<file path="config.mk">
export PLATFORM = sky130hd
export DESIGN_NAME = mem_port_arbiter
export DESIGN_NICKNAME = d
export VERILOG_FILES = /design/src/rtl/srp16_mem_pkg.sv /design/src/rtl/mem_rr_grant.sv /design/src/rtl/mem_port_arbiter.sv
export SDC_FILE = /design/constraint.sdc
export NUM_CORES = 1
export LEC_CHECK = 0
export ABC_AREA = 1
export BUFFER_PORTS_ARGS = -buffer_cell sky130_fd_sc_hd__buf_2
export CELL_PAD_IN_SITES_DETAIL_PLACEMENT = 1
export CELL_PAD_IN_SITES_GLOBAL_PLACEMENT = 2
export CORE_ASPECT_RATIO = 0.6
export CORE_MARGIN = 3
export CORE_UTILIZATION = 28
export DETAILED_ROUTE_END_ITERATION = 16
export PLACE_DENSITY = 0.82
export SYNTH_ARGS = -nofsm -noshare
export SYNTH_HDL_FRONTEND = slang
export SYNTH_SLANG_ARGS = --single-unit
export TNS_END_PERCENT = 1
</file>
<file path="constraint.sdc">
create_clock -name clk -period 3.6 [get_ports clk]
set_clock_uncertainty 0.15 [all_clocks]
set_input_delay 0.72 -clock clk [delete_from_list [all_inputs] [get_ports clk]]
set_output_delay 0.72 -clock clk [all_outputs]
set_load 0.005 [all_outputs]
</file>
<file path="src/rtl/srp16_mem_pkg.sv">
// Shared definitions for the byte-wide memory port arbiter: widths,
// sequencer state encoding and requester port identifiers.
package srp16_mem_pkg;

    localparam int BYTE_W = 8;
    localparam int ADDR_W = 16;

    typedef enum logic [1:0] {
        ST_IDLE = 2'd0,
        ST_LO   = 2'd1,
        ST_HI   = 2'd2,
        ST_ACK  = 2'd3
    } state_e;

    typedef enum logic {
        PORT_A = 1'b0,
        PORT_B = 1'b1
    } port_e;

    // Address of the high byte of a word; wraps 0xFFFF to 0x0000.
    function automatic logic [ADDR_W-1:0] addr_next(input logic [ADDR_W-1:0] a);
        return a + 16'd1;
    endfunction

endpackage

</file>
<file path="src/rtl/mem_rr_grant.sv">
// Two-way round-robin grant. On a tie the port not granted last wins;
// the last-granted record only moves when the sequencer accepts a grant.
module mem_rr_grant
    import srp16_mem_pkg::*;
(
    input  logic       clk,
    input  logic       rst_n,
    input  logic       a_req,
    input  logic       b_req,
    input  logic       advance,
    output logic [1:0] grant
);

    port_e last_q;
    port_e last_d;

    // One-hot grant decode, bit 0 = port A, bit 1 = port B.
    always_comb begin
        grant = 2'b00;
        if (a_req && b_req) begin
            if (last_q == PORT_B) begin
                grant = 2'b01;
            end else begin
                grant = 2'b10;
            end
        end else if (a_req) begin
            grant = 2'b01;
        end else if (b_req) begin
            grant = 2'b10;
        end else begin
            grant = 2'b00;
        end
    end

    // Next value of the last-granted record.
    always_comb begin
        last_d = last_q;
        if (advance && grant[0]) begin
            last_d = PORT_A;
        end else if (advance && grant[1]) begin
            last_d = PORT_B;
        end else begin
            last_d = last_q;
        end
    end

    // Last-granted register; starts at B so A wins the first tie.
    always_ff @(posedge clk or negedge rst_n) begin
        if (!rst_n) begin
            last_q <= PORT_B;
        end else begin
            last_q <= last_d;
        end
    end

endmodule

</file>
<file path="src/rtl/mem_port_arbiter.sv">
// Arbitrates two requesters onto one byte-wide memory and sequences each
// 8/16-bit access as one or two little-endian byte cycles.
module mem_port_arbiter
    import srp16_mem_pkg::*;
(
    input  logic        clk,
    input  logic        rst_n,
    input  logic        a_req,
    input  logic        a_we,
    input  logic        a_word,
    input  logic [15:0] a_addr,
    input  logic [15:0] a_wdata,
    output logic        a_ack,
    output logic [15:0] a_rdata,
    input  logic        b_req,
    input  logic        b_we,
    input  logic        b_word,
    input  logic [15:0] b_addr,
    input  logic [15:0] b_wdata,
    output logic        b_ack,
    output logic [15:0] b_rdata,
    output logic [15:0] mem_addr,
    output logic [7:0]  mem_din,
    output logic        mem_read,
    output logic        mem_write,
    input  logic [15:0] mem_dout
);

    state_e      state_q, state_d;
    port_e       port_q, port_d;
    logic        we_q, we_d;
    logic        word_q, word_d;
    logic [15:0] addr_q, addr_d;
    logic [15:0] wdata_q, wdata_d;
    logic [15:0] a_rdata_q, a_rdata_d;
    logic [15:0] b_rdata_q, b_rdata_d;
    logic [15:0] cap_s;
    logic [1:0]  grant_s;
    logic        advance_s;
    logic        unused_dout_hi_s;

    assign unused_dout_hi_s = ^mem_dout[15:8];
    assign advance_s        = (state_q == ST_IDLE);

    mem_rr_grant u_grant (
        .clk     (clk),
        .rst_n   (rst_n),
        .a_req   (a_req),
        .b_req   (b_req),
        .advance (advance_s),
        .grant   (grant_s)
    );

    // Sequencer next state and request latching on the grant edge.
    always_comb begin
        state_d = state_q;
        port_d  = port_q;
        we_d    = we_q;
        word_d  = word_q;
        addr_d  = addr_q;
        wdata_d = wdata_q;
        case (state_q)
            ST_IDLE: begin
                if (grant_s[0]) begin
                    state_d = ST_LO;
                    port_d  = PORT_A;
                    we_d    = a_we;
                    word_d  = a_word;
                    addr_d  = a_addr;
                    wdata_d = a_wdata;
                end else if (grant_s[1]) begin
                    state_d = ST_LO;
                    port_d  = PORT_B;
                    we_d    = b_we;
                    word_d  = b_word;
                    addr_d  = b_addr;
                    wdata_d = b_wdata;
                end else begin
                    state_d = ST_IDLE;
                end
            end
            ST_LO: begin
                if (word_q) begin
                    state_d = ST_HI;
                end else begin
                    state_d = ST_ACK;
                end
            end
            ST_HI:   state_d = ST_ACK;
            ST_ACK:  state_d = ST_IDLE;
            default: state_d = ST_IDLE;
        endcase
    end

    // Memory drive, decoded from the registered state and latched request.
    always_comb begin
        mem_addr  = 16'h0000;
        mem_din   = 8'h00;
        mem_read  = 1'b0;
        mem_write = 1'b0;
        case (state_q)
            ST_LO: begin
                mem_addr  = addr_q;
                mem_din   = we_q ? wdata_q[7:0] : 8'h00;
                mem_write = we_q;
                mem_read  = ~we_q;
            end
            ST_HI: begin
                mem_addr  = addr_next(addr_q);
                mem_din   = we_q ? wdata_q[15:8] : 8'h00;
                mem_write = we_q;
                mem_read  = ~we_q;
            end
            default: begin
                mem_addr  = 16'h0000;
                mem_din   = 8'h00;
                mem_read  = 1'b0;
                mem_write = 1'b0;
            end
        endcase
    end

    // Read-data capture into the owning port; a byte read zeroes the high byte.
    always_comb begin
        a_rdata_d = a_rdata_q;
        b_rdata_d = b_rdata_q;
        cap_s     = (port_q == PORT_A) ? a_rdata_q : b_rdata_q;
        if (state_q == ST_LO && !we_q) begin
            cap_s = word_q ? {cap_s[15:8], mem_dout[7:0]} : {8'h00, mem_dout[7:0]};
        end else if (state_q == ST_HI && !we_q) begin
            cap_s = {mem_dout[7:0], cap_s[7:0]};
        end else begin
            cap_s = cap_s;
        end
        if (port_q == PORT_A) begin
            a_rdata_d = cap_s;
        end else begin
            b_rdata_d = cap_s;
        end
    end

    // State, latched request and read-data registers.
    always_ff @(posedge clk or negedge rst_n) begin
        if (!rst_n) begin
            state_q   <= ST_IDLE;
            port_q    <= PORT_A;
            we_q      <= 1'b0;
            word_q    <= 1'b0;
            addr_q    <= 16'h0000;
            wdata_q   <= 16'h0000;
            a_rdata_q <= 16'h0000;
            b_rdata_q <= 16'h0000;
        end else begin
            state_q   <= state_d;
            port_q    <= port_d;
            we_q      <= we_d;
            word_q    <= word_d;
            addr_q    <= addr_d;
            wdata_q   <= wdata_d;
            a_rdata_q <= a_rdata_d;
            b_rdata_q <= b_rdata_d;
        end
    end

    assign a_ack   = (state_q == ST_ACK) && (port_q == PORT_A);
    assign b_ack   = (state_q == ST_ACK) && (port_q == PORT_B);
    assign a_rdata = a_rdata_q;
    assign b_rdata = b_rdata_q;

endmodule

</file>
==> results of run 1 <==
==> cell usage in the layout, fill, tap and decap left out <==
cell	n
and3_1	1
or2_2	8
dfrtp_1	69
nor2_1	53
buf_4	7
a211oi_1	1
dfstp_2	1
ha_1	6
o31ai_1	1
o22ai_1	27
buf_2	138
o21ai_0	45
a31oi_1	21
inv_6	1
clkbuf_16	9
nand2_1	196
nand3_4	1
nand4_1	3
nand2_2	1
nand3_1	11
o21ai_2	1
o21ai_1	9
a21boi_4	1
a21oi_1	21
inv_1	42
o211ai_1	1
clkinvlp_4	3
inv_2	3
nor2_2	1
clkinv_4	2
nor2_4	1
nor3_1	2
==> per-stage QoR <==
stage          instances  setup slack (ps)
6_report             879               345
5_1_grt              879               199
4_1_cts              879               343
3_5_place_dp         864               725
3_3_place_gp         864               822
2_1_floorplan        557              1380
==> how the worst max path moves through the flow <==
stage / to / slack (ps) / depth (start not counted)
after global routing: mem_addr[5] / 200 / 7
after CTS: mem_addr[5] / 340 / 7
after detailed placement: mem_addr[5] / 720 / 7
final: mem_addr[5] / 350 / 7
after floorplan: mem_addr[8] / 1380 / 6
after global placement: mem_addr[5] / 820 / 7
==> flip-flops by register name, summed over array words and instances, names as in the netlist <==
name	flops
addr_q	16
we_q	1
a_rdata	16
port_q	1
state_q	2
wdata_q	16
word_q	1
u_grant.last_q	1
b_rdata	16
==> where the power goes <==
part	total (mW)	switching, mW	internal, mW
Combinational	2.49	1.59	0.906
Sequential	1.51	0.315	1.20
Clock	0.835	0.367	0.467
Total	4.84	2.27	2.57
==> worst register-to-register path, stage by stage (launching register included) <==
cell and delay (ps):
dfrtp_1 400, inv_1 110, ha_1 570, buf_4 340, nand3_4 190, o21ai_2 260, o22ai_1 180, nand2_1 110
nand2_1 70
==> layout make-up <==
type | count | area share
Multi-Input combinational cell | 412 | 0.376
Tap cell | 192 | 0.0471
Sequential cell | 70 | 0.344
Timing Repair Buffer | 145 | 0.146
Clock buffer | 9 | 0.0442
Clock inverter | 6 | 0.00958
Inverter | 45 | 0.0331
==> logic make-up after synthesis <==
kind of cell,share of synthesized area
buffers and inverters,0.0789
and+or+nand+nor,0.279
DFF,0.441
AOI/OAI and AO/OA,0.182
adders and majority gates,0.0189
==> metal layers <==
| layer | share of wire | track usage |
|---|---|---|
| met1 | 0.49 | 0.252 |
| met2 | 0.45 | 0.285 |
| met3 | 0.048 | 0.0403 |
| met4 | 0.011 | 0.0407 |
| met5 | 0 | 0 |
==> reports/qor.txt, run 1 <==
======================================================================================
Setup total negative slack                                                        0 ps
Count of boundary I/O pins                                                         148
Total chip power                                                               4.84 mW
Vias in the first global route                                                    4479
Total gr overflow                                                                    0
Number of vias in the routed layout                                               4242
Pin count of the biggest net entering global routing                                71
Area of the die                                                              15700 um2
Cells on Worst Hold Path                                                             2
Number of synthesized register bits                                                 70
CP Cell Sequence                                                          inv_1, ha_1, inv_1, nor3_1, o21ai_0, nor2_1, buf_2
Net count after synthesis                                                          651
Critical-path top delay cell                                                      ha_1
Most common cell on crit path                                                    inv_1
Clock sinks                                                                         70
Capturing point of the worst reg2reg path                                  a_rdata[11]
# Max-Cap Violations                                                                 0
Fmax                                                                           307 MHz
Final period demand of the worst path                                          3250 ps
Area used by sequential logic in the layout                                   1750 um2
Worst r2r path cells                                                                 8
Iteration-0 DRC count of the detailed router                                       188
Total Routed Length                                                           14100 um
Number of flops mapped to enable cells by yosys                                      0
Worst Path Arrival                                                             2380 ps
Setup repair after global routing missed its margin                                 no
Filler cell count                                                                 1796
Mapped Cells                                                                       557
Starting Density                                                                 0.289
Run status                                                                   completed
Largest cells by area after synthesis                                     dfrtp_1 (43%), nand2_1 (18%), o21ai_0 (5.7%), nor2_1 (5.0%), o22ai_1 (4.2%)
FFs w/ async S/R, synth                                                           1.00
Clock latency at the later pin of the worst-skew pair                           330 ps
Share of Yosys cell area claimed by the top area cell type                       0.434
Clock tree root buffer cell                                                  clkbuf_16
Measured slew at the worst slew-check pin                                       941 ps
Post-CTS setup buffer count                                                          0
Hold Path Sink                                                              a_rdata[3]
Worst hold margin                                                               356 ps
Number of buffer cells added on primary ports                                      139
Antenna diode count                                                                  0
Critical path class                                                            reg2out
Number of slew-limit violations in the final report                                  0
Startpoint of the worst hold path                                           a_rdata[3]
Multi-input gate area in the final layout                                     1920 um2
Critical path's top delay family                                           adder cells
Register area share after synthesis                                              0.441
Instance area at placement                                                    4820 um2
Final cell utilization of the core                                               0.370
Clock tree from TritonCTS                                                         done
Most frequently used flop master after synthesis                               dfrtp_1
Worst ir drop on vdd                                                          0.271 mV
Startpoint of the lowest-slack register-to-register path                    state_q[0]
Crit path required time                                                        2730 ps
Total clock buffers created by CTS                                                   9
Number of gates resized after CTS                                                    0
Static leakage power                                                           2.63 nW
Global-route wire length before repair                                        23000 um
Die Y                                                                          98.3 um
Kind of end point of the critical path                                      output pin
DRT Pass-1 Iters                                                                     4
Bufs on Longest Clock Path                                                           2
Setup crit start                                                            state_q[0]
Final cell area excluding filler cells                                        5100 um2
Final setup viols                                                                    0
Most used standard cells in the synthesized netlist                       nand2_1 (196), dfrtp_1 (69), nor2_1 (53), o21ai_0 (45), inv_1 (42)
GRT Overall Usage                                                                0.180
Overall die width                                                               160 um
Synth warnings                                                                       0
Post-DP HPWL                                                                  10500 um
Synthesized area per cell                                                     7.14 um2
Hold/Removal Path Class                                                        reg2reg
Crit Path Max Fanout                                                                15
Share of final-layout standard cells stronger than drive strength 1              0.259
Combined area of all synthesized cells                                        3980 um2
Maximum cell stage delay along the critical path                                570 ps
Cell Pwr Density                                                            950 nW/um2
Dominant cell type by area after synthesis                                     dfrtp_1
Critical path buffer and inverter count                                              3
Leading cell type by number of instances after synthesis                       nand2_1
Relative area change from synthesis to final layout                              28.1%
Setup crit start kind                                                         register
Antenna violations before repair                                                     0
Area of the core region                                                      13800 um2
CTS clk-pin slew, worst paths                                                    60 ps
Count of nets left with antenna violations after detail routing                      0
Total of hold buffers inserted after clock tree synthesis                            0
Final worst-path cycle share                                                     0.904
Final routed DRC violation total                                                     0
Distinct cell type count of the synthesized netlist                                 29
Number of standard-cell rows in the floorplan                                       33
Relative slew slack                                                              0.373
H-tree levels                                                                        3
Post-detailed-route via-to-cell ratio                                             4.83
Hold Vio Cnt, Final                                                                  0
Final-stage net count                                                              777
Slack of the worst reg-to-reg path                                             1100 ps
Routed length per placed instance                                              16.0 um
Weighted congestion reported at the end of routability-driven placement          0.822
======================================================================================
Note: power is estimated with default switching activity, not from simulation.
==> run 2: changes to the inputs <==
- CORE_UTILIZATION: 28 -> 29
- CTS_BUF_LIST: not set -> sky130_fd_sc_hd__clkbuf_4
- PLACE_DENSITY: 0.82 -> 0.84
==> run 2 against run 1 <==
Net effect: clock power fell by 26%; register-to-register slack improved by 30 ps; global-route usage up 0.48 points; core utilization up 0.78 points; largest power group unchanged.
==> reports/qor.txt, run 2 (synthesized netlist as in run 1, its figures left out) <==
======================================================================================
Number of vias in the routed layout                                               4261
Run status                                                                   completed
Starting Density                                                                 0.303
Total Routed Length                                                           14100 um
Pin count of the biggest net entering global routing                                71
Global-route wire length before repair                                        22700 um
Clock tree root buffer cell                                                   clkbuf_4
Crit path required time                                                        2730 ps
Clock latency at the later pin of the worst-skew pair                           440 ps
Static leakage power                                                           2.58 nW
H-tree levels                                                                        3
Post-CTS setup buffer count                                                          0
# Max-Cap Violations                                                                 0
Number of buffer cells added on primary ports                                      139
GRT Overall Usage                                                                0.185
Final setup viols                                                                    0
Iteration-0 DRC count of the detailed router                                       142
Area of the die                                                              15200 um2
Final routed DRC violation total                                                     0
Hold Vio Cnt, Final                                                                  0
Worst Path Arrival                                                             2400 ps
Clock sinks                                                                         70
Highest-count cells in the layout ignoring fill and taps                  nand2_1 (196), buf_2 (138), dfrtp_1 (69)
Share of final-layout standard cells stronger than drive strength 1              0.259
Critical path class                                                            reg2out
DRT Pass-1 Iters                                                                     4
Setup total negative slack                                                        0 ps
Total chip power                                                               4.60 mW
Die Y                                                                          96.7 um
Number of standard-cell rows in the floorplan                                       32
Clock tree from TritonCTS                                                         done
Relative area change from synthesis to final layout                              24.6%
CTS clk-pin slew, worst paths                                                   130 ps
Count of boundary I/O pins                                                         148
Setup crit start kind                                                         register
Most common cell after layout, fill and taps aside                             nand2_1
Final worst-path cycle share                                                     0.907
Measured slew at the worst slew-check pin                                       967 ps
Area of the core region                                                      13100 um2
Final period demand of the worst path                                          3270 ps
Fmax                                                                           306 MHz
Relative slew slack                                                              0.355
Routed length per placed instance                                              16.4 um
Weighted congestion reported at the end of routability-driven placement          0.838
Crit Path Max Fanout                                                                16
Total of hold buffers inserted after clock tree synthesis                            0
Hold/Removal Path Class                                                       in2async
Cell Pwr Density                                                            928 nW/um2
Post-detailed-route via-to-cell ratio                                             4.97
Bufs on Longest Clock Path                                                           2
Final-stage net count                                                              776
Setup repair after global routing missed its margin                                 no
Post-DP HPWL                                                                  10300 um
Antenna violations before repair                                                     1
Kind of end point of the critical path                                      output pin
Total gr overflow                                                                    0
Worst ir drop on vdd                                                          0.252 mV
Total clock buffers created by CTS                                                   9
Vias in the first global route                                                    4489
Count of nets left with antenna violations after detail routing                      0
Number of gates resized after CTS                                                    0
Number of slew-limit violations in the final report                                  0
Overall die width                                                               157 um
Antenna diode count                                                                  0
======================================================================================
## run 2: changes by cell type in the layout (fill, tap and decap cells not counted), sizes merged
cell,delta
bufinv,+2
clkinvlp,-2
buf,-1
clkbuf,+1
## run 2: layer usage
metal / up-vias / share of wire / track usage
li1: 2067 / - / -
met1: 2080 / 0.48 / 0.250
met2: 93 / 0.46 / 0.290
met3: 19 / 0.047 / 0.0492
met4: 2 / 0.018 / 0.0547
met5: - / 0.00050 / 0
## run 2: area by class of cell
type,count,area [um2]
timing repair buffer,144,736
sequential,70,1750
multi-input combinational,412,1920
tap,170,213
clock inverter,6,93.8
clock buffer,10,75.1
fill,1693,8180
inverter,45,169
## run 2: final timing paths
| kind | startpoint | endpoint | slack [ps] | depth (start not counted) |
|---|---|---|---|---|
| setup / recovery | state_q[0] | mem_din[2] | 330 | 5 |
| hold / removal | rst_n | addr_q[15] | 270 | 1 |
| setup reg to reg | port_q | a_rdata[10] | 1130 | 5 |
| hold reg to reg | b_rdata[12] | b_rdata[12] | 370 | 2 |
| max in group asynchronous | rst_n | b_rdata[2] | 2410 | 1 |
| min in group clk | b_wdata[14] | wdata_q[14] | 360 | 3 |
## run 2: where the power goes
group	leakage (nW)	switching [mW]	internal (mW)	total (mW)
clock	0.0872	0.322	0.294	0.615
sequential	0.836	0.357	1.19	1.55
combinational	1.66	1.53	0.900	2.43
## run 2: per-stage QoR
stage          instances   util  hold slack [ps]  area (um2)  setup WS [ps]
2_1_floorplan        557      -              274        3980           1380
3_3_place_gp         841  0.365              329        4790            869
3_5_place_dp         841  0.365              343        4790            802
4_1_cts              857  0.377              278        4960            290
5_1_grt              857  0.377              319        4960           54.0
6_report             857  0.377              268        4960            334
## run 2: critical path: stages, from the launching register on
cell and delay [ps]:
dfrtp_1 400, inv_1 90, ha_1 670, nand2_1 370
a21oi_1 280, buf_2 150
